[src/rtl/pulse_timing_pkg.sv]
// rtl/pulse_timing_pkg.sv - shared constants and state type for the PPS timebase
// Purpose: default rates, divider constants, counter widths and the lock FSM state enum.
// Ports: none (package).
package pulse_timing_pkg;

  localparam int CLK_HZ_DEFAULT  = 10_000_000;
  localparam int PPS_TOL_DEFAULT = 1000;
  localparam int US_DIV          = CLK_HZ_DEFAULT / 1_000_000;
  localparam int MS_DIV          = 1000;

  localparam int SUB_W = 24;
  localparam int PER_W = 25;
  localparam int REJ_W = 8;

  typedef enum logic [1:0] {
    FREE    = 2'd0,
    ACQUIRE = 2'd1,
    LOCKED  = 2'd2
  } pps_state_e;

endpackage

[src/rtl/pps_synchronizer.sv]
// rtl/pps_synchronizer.sv - two-flop PPS synchronizer with registered rising-edge pulse
// Purpose: bring the asynchronous GPS PPS into the clock domain and emit a one-cycle
//          pulse two cycles after the edge is first sampled.
// Ports:
//   clk       in  system clock
//   rst       in  synchronous active-high reset, clears every stage
//   pps_async in  raw PPS from the receiver
//   pps_rise  out one-cycle pulse per PPS rising edge
module pps_synchronizer (
  input  logic clk,
  input  logic rst,
  input  logic pps_async,
  output logic pps_rise
);

  logic meta;
  logic sync;
  logic sync_d;

  always_ff @(posedge clk) begin
    if (rst) begin
      meta     <= 1'b0;
      sync     <= 1'b0;
      sync_d   <= 1'b0;
      pps_rise <= 1'b0;
    end else begin
      meta     <= pps_async;
      sync     <= meta;
      sync_d   <= sync;
      pps_rise <= sync & ~sync_d;
    end
  end

endmodule

[src/rtl/pps_timebase_10mhz.sv]
// rtl/pps_timebase_10mhz.sv - PPS-disciplined seconds/sub-second timebase with tick strobes
// Purpose: free-running seconds and sub-second counters that realign to accepted PPS
//          edges, PPS period measurement, lock tracking and 1 us / 1 ms / 1 s strobes.
// Ports:
//   CLK_10MHZ_Input         in  system clock
//   RST_Input               in  synchronous active-high reset
//   PPS_Input               in  asynchronous PPS
//   Seconds_Load_Valid      in  strobe loading the seconds counter
//   Seconds_Load_Value      in  value for the load
//   Seconds_Output          out seconds count
//   Subsecond_Output        out cycle within the second, 0..CLK_HZ-1
//   Tick_1US_Output         out microsecond strobe
//   Tick_1MS_Output         out millisecond strobe
//   Tick_1S_Output          out second-boundary strobe
//   PPS_Locked_Output       out high while LOCKED
//   Period_Measured_Output  out cycles between the last two accepted PPS edges
//   Period_Valid_Output     out strobe on each period update
//   PPS_Reject_Count_Output out saturating count of out-of-window PPS edges
module pps_timebase_10mhz #(
  parameter int CLK_HZ  = pulse_timing_pkg::CLK_HZ_DEFAULT,
  parameter int PPS_TOL = pulse_timing_pkg::PPS_TOL_DEFAULT,
  parameter int SEC_W   = 32,
  parameter int US_DIV  = CLK_HZ / 1_000_000
) (
  input  logic             CLK_10MHZ_Input,
  input  logic             RST_Input,
  input  logic             PPS_Input,
  input  logic             Seconds_Load_Valid,
  input  logic [SEC_W-1:0] Seconds_Load_Value,
  output logic [SEC_W-1:0] Seconds_Output,
  output logic [23:0]      Subsecond_Output,
  output logic             Tick_1US_Output,
  output logic             Tick_1MS_Output,
  output logic             Tick_1S_Output,
  output logic             PPS_Locked_Output,
  output logic [24:0]      Period_Measured_Output,
  output logic             Period_Valid_Output,
  output logic [7:0]       PPS_Reject_Count_Output
);

  import pulse_timing_pkg::*;

  localparam int US_W = (US_DIV > 1) ? $clog2(US_DIV) : 1;
  localparam int MS_W = $clog2(MS_DIV);

  localparam logic [PER_W-1:0] PER_MAX  = '1;
  localparam logic [PER_W-1:0] WIN_LO   = PER_W'(CLK_HZ - PPS_TOL);
  localparam logic [PER_W-1:0] WIN_HI   = PER_W'(CLK_HZ + PPS_TOL);
  localparam logic [SUB_W-1:0] SUB_LAST = SUB_W'(CLK_HZ - 1);
  localparam logic [SUB_W-1:0] SUB_HALF = SUB_W'(CLK_HZ / 2);
  localparam logic [US_W-1:0]  US_LAST  = US_W'(US_DIV - 1);
  localparam logic [MS_W-1:0]  MS_LAST  = MS_W'(MS_DIV - 1);
  localparam logic [REJ_W-1:0] REJ_MAX  = '1;

  logic             clk;
  logic             rst;
  logic             pps_rise;

  pps_state_e       state;
  pps_state_e       state_next;
  logic             realign;
  logic             store;
  logic             reject;

  logic [PER_W-1:0] per_cnt;
  logic [PER_W-1:0] elapsed;
  logic             in_window;
  logic             timed_out;

  logic [SUB_W-1:0] sub_cnt;
  logic [SEC_W-1:0] sec_cnt;
  logic [US_W-1:0]  us_cnt;
  logic [MS_W-1:0]  ms_cnt;
  logic             sub_wrap;
  logic             sec_inc;
  logic             us_fire;

  logic             tick_us;
  logic             tick_ms;
  logic             tick_s;
  logic             locked;
  logic [PER_W-1:0] period;
  logic             period_valid;
  logic [REJ_W-1:0] rej_cnt;

  assign clk = CLK_10MHZ_Input;
  assign rst = RST_Input;

  pps_synchronizer u_sync (
    .clk       (clk),
    .rst       (rst),
    .pps_async (PPS_Input),
    .pps_rise  (pps_rise)
  );

  // per_cnt holds the cycles completed since the last accepted edge; elapsed
  // includes the current cycle, so an edge exactly CLK_HZ cycles after the
  // previous one measures as CLK_HZ.
  assign elapsed   = (per_cnt == PER_MAX) ? per_cnt : per_cnt + PER_W'(1);
  assign in_window = (elapsed >= WIN_LO) && (elapsed <= WIN_HI);
  assign timed_out = (elapsed > WIN_HI);

  always_ff @(posedge clk) begin
    if (rst) begin
      state <= FREE;
    end else begin
      state <= state_next;
    end
  end

  always_comb begin
    state_next = state;
    case (state)
      FREE: begin
        if (pps_rise) state_next = ACQUIRE;
      end
      ACQUIRE: begin
        if (pps_rise) begin
          if (in_window) state_next = LOCKED;
        end else if (timed_out) begin
          state_next = FREE;
        end
      end
      LOCKED: begin
        if (!pps_rise && timed_out) state_next = FREE;
      end
      default: state_next = FREE;
    endcase
  end

  // Realign also restarts the period measurement; an edge rejected while
  // LOCKED leaves per_cnt running so the next good edge is still measured
  // from the last accepted one.
  always_comb begin
    realign = 1'b0;
    store   = 1'b0;
    reject  = 1'b0;
    case (state)
      FREE: begin
        realign = pps_rise;
      end
      ACQUIRE: begin
        realign = pps_rise;
        store   = pps_rise && in_window;
      end
      LOCKED: begin
        realign = pps_rise && in_window;
        store   = pps_rise && in_window;
        reject  = pps_rise && !in_window;
      end
      default: begin
        realign = 1'b0;
      end
    endcase
  end

  assign sub_wrap = (sub_cnt == SUB_LAST);
  assign us_fire  = (us_cnt == US_LAST);
  // An early edge has not yet seen the natural wrap, so it supplies the
  // increment itself; a late edge already had its second counted.
  assign sec_inc  = realign ? (sub_cnt >= SUB_HALF) : sub_wrap;

  always_ff @(posedge clk) begin
    if (rst) begin
      per_cnt      <= '0;
      sub_cnt      <= '0;
      sec_cnt      <= '0;
      us_cnt       <= '0;
      ms_cnt       <= '0;
      tick_us      <= 1'b0;
      tick_ms      <= 1'b0;
      tick_s       <= 1'b0;
      locked       <= 1'b0;
      period       <= '0;
      period_valid <= 1'b0;
      rej_cnt      <= '0;
    end else begin
      if (realign) begin
        per_cnt <= '0;
      end else if (per_cnt != PER_MAX) begin
        per_cnt <= per_cnt + PER_W'(1);
      end

      if (realign || sub_wrap) begin
        sub_cnt <= '0;
      end else begin
        sub_cnt <= sub_cnt + SUB_W'(1);
      end

      if (Seconds_Load_Valid) begin
        sec_cnt <= Seconds_Load_Value;
      end else if (sec_inc) begin
        sec_cnt <= sec_cnt + SEC_W'(1);
      end

      if (realign || us_fire) begin
        us_cnt <= '0;
      end else begin
        us_cnt <= us_cnt + US_W'(1);
      end

      if (realign) begin
        ms_cnt <= '0;
      end else if (us_fire) begin
        ms_cnt <= (ms_cnt == MS_LAST) ? '0 : ms_cnt + MS_W'(1);
      end

      tick_us      <= us_fire;
      tick_ms      <= us_fire && (ms_cnt == MS_LAST);
      tick_s       <= realign || sub_wrap;
      locked       <= (state_next == LOCKED);
      period_valid <= store;
      if (store) period <= elapsed;
      if (reject && (rej_cnt != REJ_MAX)) rej_cnt <= rej_cnt + REJ_W'(1);
    end
  end

  assign Seconds_Output          = sec_cnt;
  assign Subsecond_Output        = sub_cnt;
  assign Tick_1US_Output         = tick_us;
  assign Tick_1MS_Output         = tick_ms;
  assign Tick_1S_Output          = tick_s;
  assign PPS_Locked_Output       = locked;
  assign Period_Measured_Output  = period;
  assign Period_Valid_Output     = period_valid;
  assign PPS_Reject_Count_Output = rej_cnt;

endmodule

[config.mk]
export PLATFORM = sky130hd
export DESIGN_NAME = pps_timebase_10mhz
export DESIGN_NICKNAME = d
export VERILOG_FILES = /design/src/rtl/pulse_timing_pkg.sv /design/src/rtl/pps_synchronizer.sv /design/src/rtl/pps_timebase_10mhz.sv
export SDC_FILE = /design/constraint.sdc
export NUM_CORES = 1
export LEC_CHECK = 0
export CAP_MARGIN = 40
export CORE_AREA = 2 2 112 103
export CTS_CLUSTER_SIZE = 14
export DETAILED_ROUTE_END_ITERATION = 12
export DIE_AREA = 0 0 114 105
export DONT_BUFFER_PORTS = 1
export PLACE_DENSITY = 0.85
export SETUP_SLACK_MARGIN = 0.5
export SYNTH_ARGS = -nofsm -noshare
export SYNTH_HDL_FRONTEND = slang
export SYNTH_SLANG_ARGS = --single-unit
[constraint.sdc]
create_clock -name CLK_10MHZ_Input -period 13.4 [get_ports CLK_10MHZ_Input]
set_input_delay 2.68 -clock CLK_10MHZ_Input [delete_from_list [all_inputs] [get_ports CLK_10MHZ_Input]]
set_output_delay 2.68 -clock CLK_10MHZ_Input [all_outputs]
set_load 0.01 [all_outputs]
---- Word-level counts from Yosys, hierarchy flattened ----
Cells that the tools add are included.
storage, ports and cells
  flip-flop bits (word level) ............. 139
  latch bits .............................. 0
  RAM bits ................................ 0
  bits in read-only memories .............. 0
  input bits .............................. 36
  output and inout bits ................... 94
  logic and storage cells ................. 69
  memories ................................ 0
cells by class
  $add $sub $neg .......................... 6
  multiply operators ...................... 0
  div/mod/pow operators ................... 0
  $lt $le $gt $ge ......................... 4
  equal/unequal tests ..................... 9
  shift-type cells ........................ 0
  multiplexer cells ....................... 14
  bitwise gates (word level) .............. 2
  reductions and logical operators ........ 17
operators by type and width
  operator               number
  $mux 32                2
  $add 32x1->32 const B  1
  $add 25x1->25 const B  1
  $eq 25x25->1 const B   1
  $ge 25x24->1 const B   1
  $gt 25x24->1 const B   1
  $le 25x24->1 const B   1
  $mux 25                1
  $ne 25x25->1 const B   1
  $add 24x1->24 const B  1
  $eq 24x24->1 const B   1
  $ge 24x23->1 const B   1
  $add 10x1->10 const B  1
  $eq 10x10->1 const B   1
  $mux 10                1
  $mux 2                 5
  $reduce_or 2->1        5
  $add 8x1->8 const B    1
  $ne 8x8->1 const B     1
  $logic_and 1x1->1      6
  $pmux 2 s3             1
  $add 4x1->4 const B    1
  $eq 2x2->1 const B     2
  $eq 4x4->1 const B     1
  9 further kinds        13

---- Logic depth before layout (Yosys ltp) ----
Gate-level depths: netlist of the first run.
  word-level depth ........................ 9
  mapped depth ............................ 16
  gate-level depth less buffers ........... 12

---- Hierarchy ----
From an unflattened synthesis of the first run, not the netlist that was laid out.
unflattened totals
  cell total of the unflattened synthesis .. 869
  area total of the unflattened synthesis .. 7163.1 um^2
by module, submodules not included
  module              times used  cells each  area an instance (um^2)  sequential area each (um^2)
  pps_timebase_10mhz  1           861         7051.8                   2702.6
  pps_synchronizer    1           8           111.4                    80.1

---- Worst setup path before layout of the first run ----
No wires, ideal clock.
  kind .................................... register to register
  start ................................... register per_cnt[0]
  end ..................................... register sec_cnt[27] (netlist: Seconds_Output[27])
  setup time .............................. 0.140 ns
  arrival time ............................ 4.061 ns
  required time ........................... 13.260 ns
  setup slack ............................. 9.199 ns
  cell stages (with the launch flop) ...... 15
  buffers on the path ..................... 2
  clock period less this slack ............ 4.201 ns
  cell sequence ........................... dfxtp_1 -> ha_1 -> and3_1 -> buf_4 -> and4_4 -> a2111oi_2 -> and4b_1 -> nor3_1 -> or3_4 -> or4_4 -> a2111o_1 -> a21o_1 -> buf_2 -> a2111oi_0 -> a2111oi_1
on the way
  cells in the longest elaborated chain, start to end .. 8
  elaborated cells between the ends (all ways) .. 10
  those cells by class .................... add/sub: 1; order compare: 2; eq/ne: 1; mux: 3; reduce/logical: 3
RTL lines
  element                                               RTL line                   text
  start, declared                                       pps_timebase_10mhz.sv:65   logic [PER_W-1:0] per_cnt;
  start signal, assigned                                pps_timebase_10mhz.sv:181  per_cnt <= per_cnt + PER_W'(1);
  $add 25x1->25 / $eq 25x25->1 (equally long branches)  pps_timebase_10mhz.sv:99   assign elapsed = (per_cnt == PER_MAX) ? per_cnt : per_cnt + PER_W'(1);
  $mux 25 *                                             pps_timebase_10mhz.sv:99
  $ge 25x24->1 / $le 25x24->1 (equally long branches)   pps_timebase_10mhz.sv:100  assign in_window = (elapsed >= WIN_LO) && (elapsed <= WIN_HI);
  $logic_and 1x1->1 *                                   pps_timebase_10mhz.sv:100
  $logic_and 1x1->1 *                                   pps_timebase_10mhz.sv:147  realign = pps_rise && in_window;
  $pmux 1 s2 *                                          pps_timebase_10mhz.sv:138  case (state)
  $mux 1 *                                              pps_timebase_10mhz.sv:161  assign sec_inc = realign ? (sub_cnt >= SUB_HALF) : sub_wrap;
  $reduce_bool 2->1 (no line) *                         n/a
  end signal, assigned                                  pps_timebase_10mhz.sv:191  sec_cnt <= Seconds_Load_Value;
  end signal, assigned                                  pps_timebase_10mhz.sv:193  sec_cnt <= sec_cnt + SEC_W'(1);
  end, declared                                         pps_timebase_10mhz.sv:71   logic [SEC_W-1:0] sec_cnt;
Mark *: on every way between the ends. The rest lies on a longest branch, timed or not.
A chain may end at the register's enable or synchronous reset.

---- Worst setup path in the final report of the first run ----
  start ................................... register per_cnt[0]
  end ..................................... register sec_cnt[23] (netlist: Seconds_Output[23])
Same word-level chain as after synthesis.

==> impl_metrics.env, run 1 <==
export IMPL_status="complete, no violations"
export IMPL_r2r_start="per_cnt[0]"
export IMPL_switchingPower_uw=215
export IMPL_m1WireLength_mm=7.78
export IMPL_grt_pass1_wl_mm=30.0
export IMPL_antenna_found_initial=0
export IMPL_row_count=36
export IMPL_synth_simple_area_share_pct=29.7
export IMPL_ys_warn_count=0
export IMPL_ys_seq_area_share_pct=37.8
export IMPL_cts_tree="yes"
export IMPL_hp_start="u_sync.sync_d"
export IMPL_cts_root_buf="clkbuf_16"
export IMPL_dp_hpwl_mm=12.8
export IMPL_cp_slowest_stage_delay_ps=580
export IMPL_period_minus_slack_ps=4940
export IMPL_die_y_um=105
export IMPL_hold_violations=0
export IMPL_top_layer="met4"
export IMPL_hold_buffers=0
export IMPL_worst_pin_slew_ps=912
export IMPL_fmax_mhz=203
export IMPL_synthAdderAreaFrac_pct=2.04
export IMPL_cts_buffers=17
export IMPL_first_pass_iters=8
export IMPL_relSlewSlack_pct=39.2
export IMPL_nets=917
export IMPL_seqPwrFrac_pct=47.1
export IMPL_ir_drop_mv=0.101
export IMPL_final_layout_size_suffix_gt1_share_pct=7.73
export IMPL_vias_per_cell=6.60
export IMPL_setup_violations=0
export IMPL_pwr_share_comb_pct=3.6
export IMPL_grt_usage_pct=30.8
export IMPL_clk_pin_slew_ps=60
export IMPL_synth_top_flop_cell="dfxtp_1"
export IMPL_synthXorXnorAreaFrac_pct=6.90
export IMPL_cts_sinks=139
export IMPL_power_density_mw_per_mm2=118
export IMPL_ctsHtreeMaxLevel=4
export IMPL_synth_edff_count=0
export IMPL_synth_top_family_by_area="simple AND/OR/NAND/NOR gates"
export IMPL_synthMuxAreaShare_pct=1.24
export IMPL_worst_setup_path_end_kind="flop"
export IMPL_p_leak_uw=0.00276
export IMPL_synth_seq_cells=139
export IMPL_cts_resized=0
export IMPL_hp_class="reg2reg"
export IMPL_dr_wl_met3_mm=2.05
export IMPL_clkPwrFrac_pct=49.3
export IMPL_die_area_mm2=0.0120
export IMPL_final_cell_area_mm2=0.00792
export IMPL_skew_ps=9.94
export IMPL_synth_compound_area_share_pct=17.3
export IMPL_wl_mm=18.6
export IMPL_dpl_cell_area_mm2=0.00734
export IMPL_syn_avg_cell_area_um2=8.24
export IMPL_setup_slack_ps=8460
export IMPL_worstPathCellList="ha_1 -> and3_1 -> and4_4 -> a21oi_1 -> or3_1 -> a211oi_2 -> nand2_1 -> or4_4 -> a2111o_1 -> nand3_1 -> a2111oi_0 -> a2111oi_1"
export IMPL_die_x_um=114
export IMPL_crit_arrival_ps=5240
export IMPL_power_internal_uw=718
export IMPL_met2RoutedLength_mm=8.47
export IMPL_swShare_pct=23.1
export IMPL_drv_slew=0
export IMPL_synthToLayoutAreaGrowth_pct=7.67
export IMPL_critPathSlowestCell="or4_4"
export IMPL_tns_ps=0
export IMPL_path_buf_inv=0
export IMPL_async_flop_share_pct=0
export IMPL_layout_common_cells="nor2_1, dfxtp_1, nand2_1"
export IMPL_start_kind="flop"
export IMPL_required_ps=13700
export IMPL_gp_congestion=0.923
export IMPL_final_common_cell="nor2_1"
export IMPL_synth_cell_types=71
export IMPL_start_util_pct=68.7
export IMPL_startpoint="per_cnt[0]"
export IMPL_fin_crit_sh_pct=36.8
export IMPL_postCtsSetupRepairBufs=0
export IMPL_cap_violations=0
export IMPL_core_area_mm2=0.0107
export IMPL_vias=6685
export IMPL_io_pins=130
export IMPL_drc_errors=0
export IMPL_dp_slack_ps=8550
export IMPL_diodes=0
export IMPL_synthesis_nets=941
export IMPL_rsz0062_at_grt="no"
export IMPL_ant_nets=0
export IMPL_first_iter_violations=767
export IMPL_syn_area_mm2=0.00736
export IMPL_path_max_fanout=17
export IMPL_portBuffers=0
export IMPL_cpLargestDelayFamily="simple AND/OR/NAND/NOR gates"
export IMPL_cts_buffer_depth=2
export IMPL_fin_worst_hold_slack_ps=420
export IMPL_syn_inst=893
export IMPL_grt_pass1_vias=6226
export IMPL_clk_latency_ps=430
export IMPL_grt_max_degree=70
export IMPL_wl_per_cell_um=18.4
export IMPL_grt_overflow=0
export IMPL_crit_type="reg2reg"
metal layers:
metal | GRT usage [%] | vias to the layer above
li1 | - | 3177
met1 | 40.2 | 3133
met2 | 47.1 | 336
met3 | 11.8 | 39
met4 | 9.84 | 0
met5 | 0 | -
per-stage QoR:
stage / std cells / power (uW) / utilization (%)
after global placement: 980 / 478 / 68.3
after detailed placement: 982 / 481 / 68.5
final: 1013 / 933 / 73.9
after CTS: 1012 / 935 / 73.9
after global routing: 1013 / 961 / 73.9
after floorplan: 893 / 475 / -
synthesized netlist by cell type, drive strengths merged, types with 22 or more instances:
library cell / count / area (um^2)
nand4: 23 / 178
and3: 22 / 138
a2111oi: 35 / 368
xor2: 26 / 228
xnor2: 32 / 280
dfxtp: 139 / 2780
inv: 35 / 131
nand2: 64 / 240
a211oi: 23 / 193
nand3: 39 / 195
clkbuf: 32 / 120
a21oi: 26 / 134
nor2: 161 / 604
worst reg2reg max path, stage by stage (launching register included):
cell and delay, ps:
dfxtp_1 420, ha_1 290, and3_1 420, and4_4 420
a21oi_1 180, or3_1 390, a211oi_2 300, nand2_1 130
or4_4 580, a2111o_1 500, nand3_1 510, a2111oi_0 250
a2111oi_1 440
layout make-up:
class	count	area, um^2
multi-input cells	669	4210
fillers	793	2800
flip-flops and latches	139	2780
clock buffers	20	457
well taps	133	166
inverters	36	135
clock inverters	10	118
repair buffers	6	53.8
registers in the layout (all words and copies together) (netlist names), 2 cells and up:
name                     flops
Subsecond_Output            24
state                        2
ms_cnt                      10
Seconds_Output              32
per_cnt                     25
us_cnt                       4
PPS_Reject_Count_Output      8
Period_Measured_Output      25
cells by family (layout without fill, tap and decap cells):
logic type                 count (synthesis)  in the layout
buffers and inverters                     85             72
adders and majority gates                 12             12
and+or+nand+nor                          429            429
muxes                                      9              9
xor gates and xnor gates                  58             58
DFF                                      139            139
AOI/OAI and AO/OA                        161            161
path summary, 6_finish.rpt:
kind	endpoint	slack, ps	depth (start not counted)
max	Seconds_Output[23]	8460	12
min	u_sync.pps_rise	420	1
max reg2reg	Seconds_Output[23]	8460	12
min reg2reg	u_sync.pps_rise	420	1
power groups by stage:
stage                     Clock, uW  Combinational (uW)  Sequential (uW)
final                           460                33.7              439
after global routing            483                37.7              440
after CTS                       463                33.3              439
after detailed placement          0                32.8              448
after global placement            0                30.5              447
after floorplan                   0                31.2              444
(Power assumes the default switching activity.)
==> inputs of run 2 (changes only) <==
--- a/config.mk
+++ b/config.mk
@@ -6,12 +6,12 @@
 export NUM_CORES = 1
 export LEC_CHECK = 0
 export CAP_MARGIN = 40
-export CORE_AREA = 2 2 112 103
+export CORE_AREA = 2 2 117 107
 export CTS_CLUSTER_SIZE = 14
 export DETAILED_ROUTE_END_ITERATION = 12
-export DIE_AREA = 0 0 114 105
+export DIE_AREA = 0 0 119 109
 export DONT_BUFFER_PORTS = 1
-export PLACE_DENSITY = 0.85
+export PLACE_DENSITY = 0.79
 export SETUP_SLACK_MARGIN = 0.5
 export SYNTH_ARGS = -nofsm -noshare
 export SYNTH_HDL_FRONTEND = slang
==> constraint.sdc (replaced) <==
create_clock -name CLK_10MHZ_Input -period 4.87 [get_ports CLK_10MHZ_Input]
set_input_delay 0.974 -clock CLK_10MHZ_Input [delete_from_list [all_inputs] [get_ports CLK_10MHZ_Input]]
set_output_delay 0.974 -clock CLK_10MHZ_Input [all_outputs]
set_load 0.01 [all_outputs]
==> run 2 against run 1 <==
Die area up 8.4%. Maximum frequency up 15%. Critical path depth up 2. Sequential power rose to 2.8 times the previous value. Highest routed layer unchanged. Largest cell class unchanged.
==> impl_metrics.env, run 2 (synthesis results as in run 1) <==
export IMPL_status="complete, no violations"
export IMPL_grt_pass1_wl_mm=30.8
export IMPL_clkPwrFrac_pct=49.7
export IMPL_row_count=38
export IMPL_worst_setup_path_end_kind="flop"
export IMPL_skew_ps=8.96
export IMPL_grtUsageMet3_pct=8.47
export IMPL_synthToLayoutAreaGrowth_pct=16.0
export IMPL_period_minus_slack_ps=4280
export IMPL_grtUsageMet2_pct=47.2
export IMPL_first_pass_iters=7
export IMPL_io_pins=130
export IMPL_portBuffers=0
export IMPL_crit_arrival_ps=4590
export IMPL_ir_drop_mv=0.337
export IMPL_hp_class="reg2reg"
export IMPL_cts_buffer_depth=2
export IMPL_tns_ps=0
export IMPL_cts_tree="yes"
export IMPL_fin_crit_sh_pct=87.9
export IMPL_hp_start="u_sync.sync_d"
export IMPL_p_leak_uw=0.00306
export IMPL_cpLargestDelayFamily="simple AND/OR/NAND/NOR gates"
export IMPL_start_util_pct=62.2
export IMPL_path_max_fanout=5
export IMPL_final_cells=1088
export IMPL_wl_mm=20.4
export IMPL_clk_pin_slew_ps=60
export IMPL_r2r_slack_ps=590
export IMPL_ant_nets=0
export IMPL_required_ps=5180
export IMPL_global_route_usage_met1_pct=38.0
export IMPL_drv_slew=0
export IMPL_diodes=0
export IMPL_drc_errors=0
export IMPL_cts_sinks=139
export IMPL_pwr_share_comb_pct=3.9
export IMPL_cp_slowest_stage_delay_ps=460
export IMPL_power_internal_uw=1990
export IMPL_grt_pass1_vias=6285
export IMPL_grt_overflow=0
export IMPL_relSlewSlack_pct=49.2
export IMPL_swShare_pct=23.6
export IMPL_worstPathCellList="ha_4 -> and3_4 -> and4_4 -> a211oi_4 -> o211ai_1 -> or3_1 -> or3_4 -> or4_4 -> a2111oi_4 -> nor3_4 -> buf_4 -> buf_2 -> or3_1 -> a2111oi_1"
export IMPL_total_power_uw=2610
export IMPL_holdPathEnd="u_sync.pps_rise"
export IMPL_die_x_um=119
export IMPL_top_usage_layer="met2"
export IMPL_fmax_mhz=234
export IMPL_core_area_mm2=0.0118
export IMPL_wl_per_cell_um=18.7
export IMPL_dp_hpwl_mm=13.4
export IMPL_power_density_mw_per_mm2=305
export IMPL_critPathSlowestCell="or4_4"
export IMPL_layout_common_cells="nor2_1, dfxtp_1, nand2_1"
export IMPL_grt_usage_pct=29.6
export IMPL_gp_congestion=0.881
export IMPL_crit_type="reg2reg"
export IMPL_path_buf_inv=2
export IMPL_vias=7000
export IMPL_switchingPower_uw=614
export IMPL_cts_buffers=17
export IMPL_place_inst=1026
export IMPL_seqPwrFrac_pct=46.3
export IMPL_antenna_found_initial=0
export IMPL_cts_root_buf="clkbuf_16"
export IMPL_final_cell_area_mm2=0.00854
export IMPL_hold_depth=1
export IMPL_ctsHtreeMaxLevel=4
export IMPL_n_fill_cell=846
export IMPL_nets=963
export IMPL_largest_register_ffs=32
export IMPL_final_layout_size_suffix_gt1_share_pct=16.2
export IMPL_clk_latency_ps=420
export IMPL_setup_violations=0
export IMPL_vias_per_cell=6.43
export IMPL_start_kind="flop"
export IMPL_hold_violations=0
export IMPL_r2r_end="Seconds_Output[28]"
export IMPL_worst_pin_slew_ps=761
export IMPL_r2r_start="per_cnt[1]"
export IMPL_final_common_cell="nor2_1"
export IMPL_first_iter_violations=721
export IMPL_die_area_mm2=0.0130
export IMPL_reg2reg_depth=14
export IMPL_cp_common_cell="or3_1"
export IMPL_cap_violations=0
export IMPL_die_y_um=109
export IMPL_dpl_cell_area_mm2=0.00750
export IMPL_fin_worst_hold_slack_ps=392
export IMPL_rsz0062_at_grt="no"
export IMPL_grt_max_degree=70
## run 2: metrics by stage
| step | setup slack, ps | util [%] |
|---|---|---|
| 6_report | 589 | 72.1 |
| 2_1_floorplan | 669 | - |
| 4_1_cts | 514 | 69.3 |
| 3_5_place_dp | 99.9 | 63.3 |
| 5_1_grt | 399 | 72.1 |
| 3_3_place_gp | 315 | 63.1 |
## run 2: worst max-delay path by stage
| stage | startpoint | to | slack [ps] | cells past startpoint |
|---|---|---|---|---|
| 6_report | per_cnt[1] | Seconds_Output[28] | 590 | 14 |
| 5_1_grt | per_cnt[2] | Seconds_Output[25] | 400 | 11 |
| 4_1_cts | per_cnt[2] | Seconds_Output[4] | 510 | 13 |
| 3_5_place_dp | per_cnt[1] | Seconds_Output[4] | 100 | 14 |
| 3_3_place_gp | per_cnt[1] | Seconds_Output[4] | 320 | 13 |
| 2_1_floorplan | per_cnt[0] | Seconds_Output[27] | 670 | 14 |
## run 2: area by class of cell
type	count	area [um^2]	area share, %
Clock inverter	12	136	1.60
Inverter	36	135	1.58
Tap cell	160	200	2.35
Multi-Input combinational cell	672	4400	51.5
Sequential cell	139	2820	33.0
Timing Repair Buffer	49	390	4.57
Clock buffer	20	457	5.35
## run 2: power by group through the flow
stage	Sequential [uW]	Combinational (uW)	Clock [uW]
3_3_place_gp	1230	86.4	0
3_5_place_dp	1230	92.3	0
4_1_cts	1210	95.4	1310
5_1_grt	1210	114	1360
6_report	1210	103	1300
2_1_floorplan	1220	85.8	0
## run 2: per-layer routing
| metal | vias to the layer above | part of all wire (%) | wire (um) |
|---|---|---|---|
| met1 | 3271 | 42 | 8540 |
| met3 | 66 | 9.0 | 1840 |
| met4 | 0 | 3.1 | 640 |
| met5 | - | 0 | 0 |
| met2 | 384 | 46 | 9380 |
| li1 | 3279 | - | - |
## run 2: repair_timing
| action | CTS | global route |
|---|---|---|
| hold buffers | 0 | 0 |
| gates resized for setup | 24 | 42 |
| setup buffers | 2 | 24 |
| endpoints found under the setup margin | 29 | 26 |
| endpoints found under the hold margin | 0 | 0 |
| pin swaps | 2 | 22 |
| cloned | 1 | 3 |
==> inputs of run 3 (changes only) <==
--- a/config.mk
+++ b/config.mk
@@ -11,7 +11,7 @@
 export DETAILED_ROUTE_END_ITERATION = 12
 export DIE_AREA = 0 0 119 109
 export DONT_BUFFER_PORTS = 1
-export PLACE_DENSITY = 0.79
+export PLACE_DENSITY_LB_ADDON = 0.05
 export SETUP_SLACK_MARGIN = 0.5
 export SYNTH_ARGS = -nofsm -noshare
 export SYNTH_HDL_FRONTEND = slang
==> run 3 against run 2 <==
Largest cell class unchanged. Power increased by 5.9%. Clock skew rose by 0.91 ps. Die area is the same. Clock power up 11%. Largest power group unchanged. Core utilization increased by 1.5 points.
==> impl_metrics.env, run 3 (synthesis results as in run 1) <==
export IMPL_status="complete, no violations"
export IMPL_grt_pass1_vias=6214
export IMPL_cap_violations=0
export IMPL_hold_buffers=0
export IMPL_gp_congestion=0.939
export IMPL_grt_max_degree=70
export IMPL_fmax_mhz=236
export IMPL_drv_slew=0
export IMPL_nets=952
export IMPL_largest_register_ffs=32
export IMPL_cts_root_buf="clkbuf_16"
export IMPL_grt_overflow=0
export IMPL_relSlewSlack_pct=51.1
export IMPL_grt_usage_pct=29.7
export IMPL_ir_drop_mv=0.269
export IMPL_worst_setup_path_end_kind="flop"
export IMPL_fin_crit_sh_pct=86.9
export IMPL_period_minus_slack_ps=4230
export IMPL_dp_slack_ps=27.8
export IMPL_required_ps=5190
export IMPL_ctsHtreeMaxLevel=4
export IMPL_multiInputGateArea_mm2=0.00459
export IMPL_vias_per_cell=6.42
export IMPL_skew_ps=9.87
export IMPL_layout_common_cells="nor2_1, dfxtp_1, nand2_1"
export IMPL_start_util_pct=62.2
export IMPL_die_y_um=109
export IMPL_setup_slack_ps=637
export IMPL_portBuffers=0
export IMPL_cts_tree="yes"
export IMPL_wl_mm=20.3
export IMPL_setup_violations=0
export IMPL_power_density_mw_per_mm2=317
export IMPL_start_kind="flop"
export IMPL_final_layout_size_suffix_gt1_share_pct=17.4
export IMPL_diodes=0
export IMPL_final_common_cell="nor2_1"
export IMPL_cts_buffers=17
export IMPL_core_area_mm2=0.0118
export IMPL_crit_arrival_ps=4560
export IMPL_rsz0062_at_grt="no"
export IMPL_clk_pin_slew_ps=60
export IMPL_first_iter_violations=558
export IMPL_antenna_found_initial=0
export IMPL_grt_pass1_wl_mm=31.0
export IMPL_hold_violations=0
export IMPL_vias=6914
export IMPL_cts_buffer_depth=2
export IMPL_tns_ps=0
export IMPL_crit_type="reg2reg"
export IMPL_worst_pin_slew_ps=725
export IMPL_die_x_um=119
export IMPL_io_pins=130
export IMPL_synthToLayoutAreaGrowth_pct=18.4
export IMPL_n_fill_cell=888
export IMPL_row_count=38
export IMPL_clk_latency_ps=430
export IMPL_ant_nets=0
export IMPL_drc_errors=0
export IMPL_first_pass_iters=5
export IMPL_path_max_fanout=8
export IMPL_seqCellArea_mm2=0.00282
export IMPL_dp_hpwl_mm=13.2
export IMPL_wl_per_cell_um=18.8
export IMPL_hp_class="reg2reg"
export IMPL_p_leak_uw=0.00305
export IMPL_die_area_mm2=0.0130
export IMPL_cts_sinks=139
run 3: changes by cell type in the layout (fill, tap and decap cells not counted), sizes merged:
cell,previous run,this run
buf,48,40
bufinv,2,5
inv,40,38
and3,23,22
and4,8,7
clkbuf,20,19
clkdlybuf4s15,1,0
run 3: path summary, 6_finish.rpt:
check / from / endpoint / slack [ps] / cells after the start
worst max-delay path: per_cnt[0] / Seconds_Output[23] / 640 / 13
worst min-delay path: u_sync.sync_d / u_sync.pps_rise / 410 / 1
worst max register to register: per_cnt[0] / Seconds_Output[23] / 640 / 13
worst min register to register: u_sync.sync_d / u_sync.pps_rise / 410 / 1
run 3: through the flow:
stage | util, % | hold WS (ps) | total power, uW | cell area, um^2 | std cells
global route | 73.6 | 418 | 2830 | 8710 | 1077
global placement | 63.1 | 376 | 1320 | 7460 | 1022
CTS | 70.1 | 410 | 2760 | 8300 | 1060
floorplan | - | 367 | 1310 | 7360 | 893
finish | 73.6 | 405 | 2760 | 8710 | 1077
detailed placement | 63.3 | 397 | 1330 | 7490 | 1025
run 3: layer usage:
metal  up-vias  wire [um]  share of wire [%]  track usage (%)
li1       3252          -                  -                -
met2       331       9160                 45             43.8
met1      3288       8940                 44             41.1
met4         0        386                1.9             12.3
met5         -          0                  0                0
met3        43       1800                8.9             8.37
run 3: layout make-up:
type,count,share of cell area (%)
multi-input cells,670,52.7
flip-flops and latches,139,32.4
clock buffers,19,5.08
inverters,36,1.55
repair buffers,40,3.56
well taps,160,2.30
clock inverters,13,2.44
run 3: worst max-delay path: stages, from the launching register on:
cell and delay, ps:
dfxtp_4 370, ha_4 160, and3_4 240, and4_4 360
a21oi_4 100, or3_1 330, a211oi_2 290, nand2_1 130
or4_4 580, a2111oi_4 400, nor3_4 120, buf_6 170
or4_4 510, a2111oi_2 370
run 3: what timing repair did:
item	CTS	global route
endpoints found under the setup margin	63	26
pin swaps	2	17
buffers inserted	3	15
gates cloned	0	2
gates resized for setup	33	65
run 3: report_power, final:
part           switching, uW  total (uW)  internal, uW
Combinational           61.5         108          46.3
Clock                    518        1440           925
Sequential              46.0        1210          1160
Total                    626        2760          2130
